--- src/rtl/io_ctrl_pkg.sv ---
// Shared constants and state encoding for the I/O port controller.
// This package is imported by io_port_ctrl and io_timeout_counter.
package io_ctrl_pkg;

  localparam int unsigned IoTimeoutDflt = 255;
  localparam int unsigned IoCntW        = 8;
  localparam logic [15:0] IoErrData     = 16'hFFFF;

  typedef enum logic [1:0] {
    StIdle    = 2'd0,
    StOutWait = 2'd1,
    StInWait  = 2'd2,
    StDone    = 2'd3
  } io_state_e;

endpackage

--- src/rtl/io_timeout_counter.sv ---
// Wait-cycle counter for device handshakes.
// 'expired' goes high when the count reaches Limit.
module io_timeout_counter
  import io_ctrl_pkg::*;
#(
  parameter int unsigned Limit = IoTimeoutDflt
) (
  input  logic clk,
  input  logic rst,
  input  logic clr,
  input  logic en,
  output logic expired
);

  logic [IoCntW-1:0] cnt_q, cnt_d;

  always_comb begin
    cnt_d = cnt_q;
    if (clr) begin
      cnt_d = '0;
    end else if (en) begin
      cnt_d = cnt_q + 1'b1;
    end
  end

  always_ff @(posedge clk or posedge rst) begin
    if (rst) begin
      cnt_q <= '0;
    end else begin
      cnt_q <= cnt_d;
    end
  end

  assign expired = (cnt_q == IoCntW'(Limit));

endmodule

--- src/rtl/io_port_ctrl.sv ---
// IN/OUT instruction controller: stalls the pipeline while a valid/ready
// handshake with the external device completes or times out.
module io_port_ctrl
  import io_ctrl_pkg::*;
#(
  parameter int unsigned n       = 16,
  parameter int unsigned TIMEOUT = IoTimeoutDflt
) (
  input  logic         clk,
  input  logic         rst,
  input  logic         EX_IN,
  input  logic         EX_OUT,
  input  logic [n-1:0] EX_ReadData1,
  output logic         io_stall,
  output logic [n-1:0] io_in_data,
  output logic         io_err,
  output logic [n-1:0] out_port,
  output logic         out_valid,
  input  logic         out_ready,
  input  logic [n-1:0] in_port,
  input  logic         in_valid,
  output logic         in_ready
);

  // Replicate the package all-ones error pattern to the port width.
  localparam logic [n-1:0] ErrData = {n{IoErrData[0]}};

  io_state_e    state_q, state_d;
  logic [n-1:0] out_port_q, out_port_d;
  logic         out_valid_q, out_valid_d;
  logic         in_ready_q, in_ready_d;
  logic [n-1:0] in_data_q, in_data_d;
  logic         err_q, err_d;

  logic io_req, out_hs, in_hs, cnt_clr, cnt_en, expired;

  assign io_req  = EX_IN | EX_OUT;
  assign out_hs  = out_valid_q & out_ready;
  assign in_hs   = in_ready_q & in_valid;
  assign cnt_clr = (state_q == StIdle) & io_req;
  assign cnt_en  = ((state_q == StOutWait) & ~out_hs) | ((state_q == StInWait) & ~in_hs);

  io_timeout_counter #(
    .Limit (TIMEOUT)
  ) u_timeout (
    .clk     (clk),
    .rst     (rst),
    .clr     (cnt_clr),
    .en      (cnt_en),
    .expired (expired)
  );

  always_comb begin
    state_d     = state_q;
    out_port_d  = out_port_q;
    out_valid_d = out_valid_q;
    in_ready_d  = in_ready_q;
    in_data_d   = in_data_q;
    err_d       = err_q;
    unique case (state_q)
      StIdle: begin
        if (EX_OUT) begin
          state_d     = StOutWait;
          out_port_d  = EX_ReadData1;
          out_valid_d = 1'b1;
          if (EX_IN) begin
            err_d = 1'b1;
          end
        end else if (EX_IN) begin
          state_d    = StInWait;
          in_ready_d = 1'b1;
        end
      end
      StOutWait: begin
        // A handshake in the expiry cycle still counts as success.
        if (out_hs || expired) begin
          state_d     = StDone;
          out_valid_d = 1'b0;
          if (!out_hs) begin
            err_d = 1'b1;
          end
        end
      end
      StInWait: begin
        if (in_hs) begin
          state_d    = StDone;
          in_ready_d = 1'b0;
          in_data_d  = in_port;
        end else if (expired) begin
          state_d    = StDone;
          in_ready_d = 1'b0;
          in_data_d  = ErrData;
          err_d      = 1'b1;
        end
      end
      StDone: begin
        // The completing instruction is still in EX; ignore it here.
        state_d = StIdle;
      end
      default: begin
        state_d = StIdle;
      end
    endcase
  end

  always_ff @(posedge clk or posedge rst) begin
    if (rst) begin
      state_q     <= StIdle;
      out_port_q  <= '0;
      out_valid_q <= 1'b0;
      in_ready_q  <= 1'b0;
      in_data_q   <= '0;
      err_q       <= 1'b0;
    end else begin
      state_q     <= state_d;
      out_port_q  <= out_port_d;
      out_valid_q <= out_valid_d;
      in_ready_q  <= in_ready_d;
      in_data_q   <= in_data_d;
      err_q       <= err_d;
    end
  end

  assign io_stall   = ((state_q == StIdle) & io_req) | (state_q == StOutWait) |
                      (state_q == StInWait);
  assign out_port   = out_port_q;
  assign out_valid  = out_valid_q;
  assign in_ready   = in_ready_q;
  assign io_in_data = in_data_q;
  assign io_err     = err_q;

endmodule
--- config.mk ---
export PLATFORM = sky130hd
export DESIGN_NAME = io_port_ctrl
export DESIGN_NICKNAME = d
export VERILOG_FILES = /design/src/rtl/io_ctrl_pkg.sv /design/src/rtl/io_timeout_counter.sv /design/src/rtl/io_port_ctrl.sv
export SDC_FILE = /design/constraint.sdc
export NUM_CORES = 1
export LEC_CHECK = 0
export BUFFER_PORTS_ARGS = -buffer_cell sky130_fd_sc_hd__buf_4
export CAP_MARGIN = 15
export CORE_MARGIN = 2
export CORE_UTILIZATION = 30
export DETAILED_ROUTE_END_ITERATION = 16
export GPL_TIMING_DRIVEN = 0
export REMOVE_ABC_BUFFERS = 1
export SYNTH_ARGS = -nofsm -noshare
export SYNTH_HDL_FRONTEND = slang
export SYNTH_SLANG_ARGS = --single-unit
export TNS_END_PERCENT = 1
--- constraint.sdc ---
create_clock -name clk -period 1.6 [get_ports clk]
set_input_delay 0 -clock clk [delete_from_list [all_inputs] [get_ports clk]]
set_output_delay 0 -clock clk [all_outputs]
set_load 0.03 [all_outputs]
### After elaboration in Yosys (flattened, before gate mapping)

Cells that the tools add are included.

* logic and storage cells: 69
* register bits after elaboration: 45
* input bits: 38
* output and inout bits: 36

* reductions and logical operators: 13
* mux-type cells: 24
* bitwise operators: 11
* equal/unequal tests: 13
* $add $sub $neg: 1

Operator list (number)
* $mux 16: 2
* $mux 8: 2
* $ne 2x2->1 const B: 7
* $mux 1: 11
* $mux 2: 5
* $add 8x1->8 const B: 1
* $eq 8x8->1 const B: 1
* $pmux 2 s4: 1
* $reduce_bool 2->1: 4
* $reduce_and 7->1: 1
* $ne 3x3->1 const B: 2
* $reduce_and 3->1: 2
* $and 1x1->1: 5
* $eq 2x2->1 const B: 2
* $or 1x1->1: 4
* $pmux 1 s2: 2
* $reduce_and 2->1: 2
* $reduce_and 4->1: 1
* $pmux 1 s3: 1
* $reduce_bool 3->1: 1
* $eq 2x1->1 const B: 1
* $logic_not 2->1: 1
* $not 1->1: 2
* $logic_or 1x1->1: 1

### Longest topological paths before layout

* word-level depth: 6
* gate-level depth with buffers: 7
* depth with buffers taken out: 6

### By module

A second synthesis with hierarchy kept.

* cells, all modules: 155
* area, all modules: 2019.4 um^2

By module, submodules not included
* io_port_ctrl: cells an instance 115, sequential area each 925.9 um^2, area an instance 1627.8 um^2, instances 1
* io_timeout_counter: cells an instance 40, sequential area each 200.2 um^2, area an instance 391.6 um^2, instances 1

### Least setup slack after synthesis

OpenSTA, ideal clock, no wires.

* path kind: register to register
* start: register state_q[1]
* end: register state_q[0]
* period minus slack after synthesis: 1646 ps
* setup time: 128 ps
* slack: -46 ps
* data arrival time: 1519 ps
* cell stages (with the launch flop): 7
* data required time: 1472 ps
* path buffers: 0
* cells stage by stage: dfrtp_1 inv_1 ha_1 a21boi_4 nor2_2 o22ai_2 mux2_1

* word-level cells in the longest chain between the ends: 3
* elaborated cells on any way between the ends: 9
* classes of those cells: eq/ne: 6; mux: 1; reduce/logical: 2

Ends and longest elaborated chain
* start, declared: RTL line io_port_ctrl.sv:28 `io_state_e state_q, state_d;`
* start signal, assigned: RTL line io_port_ctrl.sv:108 `state_q <= StIdle;`
* start signal, assigned: RTL line io_port_ctrl.sv:115 `state_q <= state_d;`
* $eq 2x2->1, or another cell as far along: RTL line io_port_ctrl.sv:60 `unique case (state_q)`
* $ne 3x3->1 (no source line) or $ne 2x2->1 (tied branches)
* $reduce_and 3->1 (no source line)

Several ways; a longest one is shown, not always the timed one.
A chain may end at the register's enable or synchronous reset.

### Worst setup path in the final report

* start: register u_timeout.cnt_q[0]
* end: register state_q[0]

* word-level cells in the longest chain between the ends: 4
* elaborated cells on any way between the ends: 5
* classes of those cells: eq/ne: 3; reduce/logical: 2

Ends and longest elaborated chain
* start, declared: RTL line io_timeout_counter.sv:15 `logic [IoCntW-1:0] cnt_q, cnt_d;`
* start signal, assigned: RTL line io_timeout_counter.sv:30 `cnt_q <= cnt_d;`
* $eq 8x8->1 (*): RTL line io_timeout_counter.sv:34 `assign expired = (cnt_q == IoCntW'(Limit));`
* $logic_or 1x1->1: RTL line io_port_ctrl.sv:76 `if (out_hs || expired) begin`
* $ne 2x2->1 (no source line)
* $reduce_and 3->1 (no source line) (*)

Mark *: on every way between the ends. The rest lies on a longest branch, timed or not.

==> results.json <==
{
  "ys_ff_latch": 45,
  "path_class": "register to register",
  "maxCapViolCount": 0,
  "report.final.hold_viol_count": 0,
  "initial_utilization_pct": 31.0,
  "power.switching_uw": 2570,
  "rsz0062_at_grt": "yes",
  "antenna_left": 0,
  "place_inst": 346,
  "finalNetCount": 337,
  "p_comb_share_pct": 55.4,
  "dr_wl_met2_mm": 2.58,
  "ir_worst_vdd_mv": 1.03,
  "synth_flop_cell": "dfrtp_1",
  "yosysSeqAreaShare_pct": 53.5,
  "placedInstanceArea_sq_um": 2730,
  "seq_power_share_pct": 32.3,
  "intPower_uw": 3450,
  "final.setup.tns_ps": 0,
  "avgSynthCellArea_sq_um": 11.5,
  "final_area_sq_um": 3290,
  "async_flop_share_pct": 100,
  "core_sq_um": 6790,
  "fp-row-count": 30,
  "clkSinkCount": 45,
  "route.met3.wl_um": 225,
  "route.top_layer_used": "met4",
  "fp.dieArea_sq_um": 7710,
  "syn_inst": 183,
  "period_needed_ps": 1590,
  "hold_class": "input pin to register",
  "syn_area_sq_um": 2110,
  "cts_buffer_depth": 2,
  "gp_congestion": 0.812,
  "detail_route.vias_per_cell": 4.40,
  "htree_levels": 2,
  "clockPowerShare_pct": 12.3,
  "dr.pass1.iters": 4,
  "hpwl_mm": 3.23,
  "synth_warnings": 0,
  "worst_slew_pin_slew_ps": 422,
  "drt_iter0_markers": 62,
  "io_pins": 74,
  "cts_tree": "done",
  "fmax_mhz": 630,
  "wl_per_cell_um": 12.9,
  "overflow": 0,
  "path_cells": "ha_4 > and3_1 > and2_4 > o22ai_2 > mux2_4",
  "path_clk_slew_ps": 90,
  "status": "complete, no violations",
  "arrival_ps": 1770,
  "num_vias": 1725,
  "synth_edf_count": 0,
  "max_stage_delay_ps": 430,
  "slowest_stage": "dfrtp_1",
  "slew_viol_final": 0,
  "antenna_cells": 0,
  "drc": 0,
  "finClkSkew_ps": 4.60,
  "final-setup-viol-count": 0,
  "cp-end-kind": "register",
  "synth.distinct_cells": 36,
  "areaGrowthSynthToFinish_pct": 56.2,
  "antenna_found_initial": 0,
  "period_share_pct": 99.2,
  "grt_pass1_vias": 1867,
  "port_buffers": 73,
  "cp-start-kind": "register",
  "groute.usage.overall_pct": 13.6,
  "fin_cells": 392,
  "power.leakage_uw": 0.00146,
  "power_density_nw_per_um2": 1830,
  "drt-total-wl_mm": 5.04,
  "drive_above_1_share_pct": 49.3,
  "whs_ps": 58.3,
  "m1WireLength_mm": 2.18,
  "cts-root-buf": "clkbuf_8",
  "power_switching_share_pct": 42.7,
  "grt_max_degree": 30,
  "grt_pass1_wl_mm": 8.24,
  "cp_max_fo": 3,
  "die_x_um": 87.8,
  "die_y_um": 87.8,
  "slew_headroom_pct": 71.8,
  "clkLatencyLatePin_ps": 300,
  "cts_buffers": 5,
  "worstPathRequired_ps": 1790,
  "p_total_uw": 6030
}
## metrics by stage
step	utilization [%]	worst slack, ps
global placement	39.7	-760
global route	48.4	-57.8
detailed placement	40.2	-305
CTS	48.1	0.619
finish	48.4	12.2
floorplan	-	-348
## synthesized netlist by cell type, types with 2 or more instances
master,instances,area [sq um]
a21oi_2,10,87.6
a21boi_4,2,37.5
and3_1,3,18.8
buf_2,3,15.0
nand2_1,4,15.0
nor2_1,30,113
o21ai_0,9,45.0
inv_1,5,18.8
dlymetal6s2s_1,2,25.0
dfrtp_1,45,1130
a21oi_1,8,40.0
o2111ai_1,3,26.3
xor2_1,7,61.3
nor2_2,11,68.8
a31oi_1,2,12.5
ha_1,4,50.1
mux2_2,16,180
## per-layer routing
metal  up-vias  global-route usage, %
li1        850                      -
met1       828                   15.3
met2        42                   24.5
met3         5                   3.49
met4         0                   5.45
met5         -                      0
## final cells by class
class                      instances  area, sq um
multi-input combinational        125          977
fill                             629         3500
clock inverter                     2         13.8
inverter                           5         18.8
sequential                        45         1130
clock buffer                       6         82.6
timing repair buffer             113          951
tap                               96          120
## what timing repair did
item	CTS	global route
pin swaps	3	0
hold buffers	33	0
hold endpoints to repair	48	0
endpoints found under the setup margin	35	24
resized for setup	15	7
buffers inserted	5	0
## power groups by stage
stage	Clock, uW	Sequential (uW)	Combinational, uW
detailed placement	0	1950	3030
finish	744	1950	3340
CTS	785	1940	3320
floorplan	0	2730	1190
global placement	0	1930	2980
global route	816	2010	3590
## critical path: cells and delay by family (launching register included)
kind | cells | cell delay (ps)
compound gates | 1 | 200
flops | 1 | 430
simple gates | 2 | 350
mux | 1 | 320
fa+ha+maj | 1 | 180
## flip-flops by register name, summed over array words and instances, names as in the netlist
register,flops
out_valid,1
io_in_data,16
io_err,1
out_port,16
u_timeout.cnt_q,8
in_ready,1
state_q,2
## layout by cell type, fill, tap and decap left out, drive strengths merged, types with 2 or more instances in the layout
| cell | n |
|---|---|
| buf | 80 |
| dfrtp | 45 |
| nor2 | 41 |
| dlygate4sd3 | 33 |
| a21oi | 18 |
| mux2 | 17 |
| o21ai | 9 |
| xor2 | 7 |
| clkbuf | 6 |
| nand2 | 5 |
| inv | 5 |
| ha | 4 |
| and3 | 4 |
| o2111ai | 3 |
| a21boi | 2 |
| a31oi | 2 |
| clkinv | 2 |
## cell families (layout without fill, tap and decap cells)
kind of cell	after synthesis	after routing	share of synthesized area, %
and+or+nand+nor	56	56	12.8
DFF	45	45	53.5
AOI/OAI and AO/OA	41	41	14.9
muxes	17	17	9.09
buffers and inverters	13	126	4.46
xor gates and xnor gates	7	7	2.91
adders and majority gates	4	4	2.38
## path summary, 6_finish.rpt
path                       slack [ps]  cells past startpoint             end                from
min in group asynchronous         250                      3    out_port[14]                 rst
hold reg to reg                   490                      1          io_err              io_err
hold / removal                     60                      3        in_ready            in_valid
setup / recovery                   10                      5      state_q[0]  u_timeout.cnt_q[0]
setup reg to reg                   10                      5      state_q[0]  u_timeout.cnt_q[0]
max in group asynchronous         870                      4  io_in_data[15]                 rst
No activity file was read; power rests on OpenSTA's default activity.
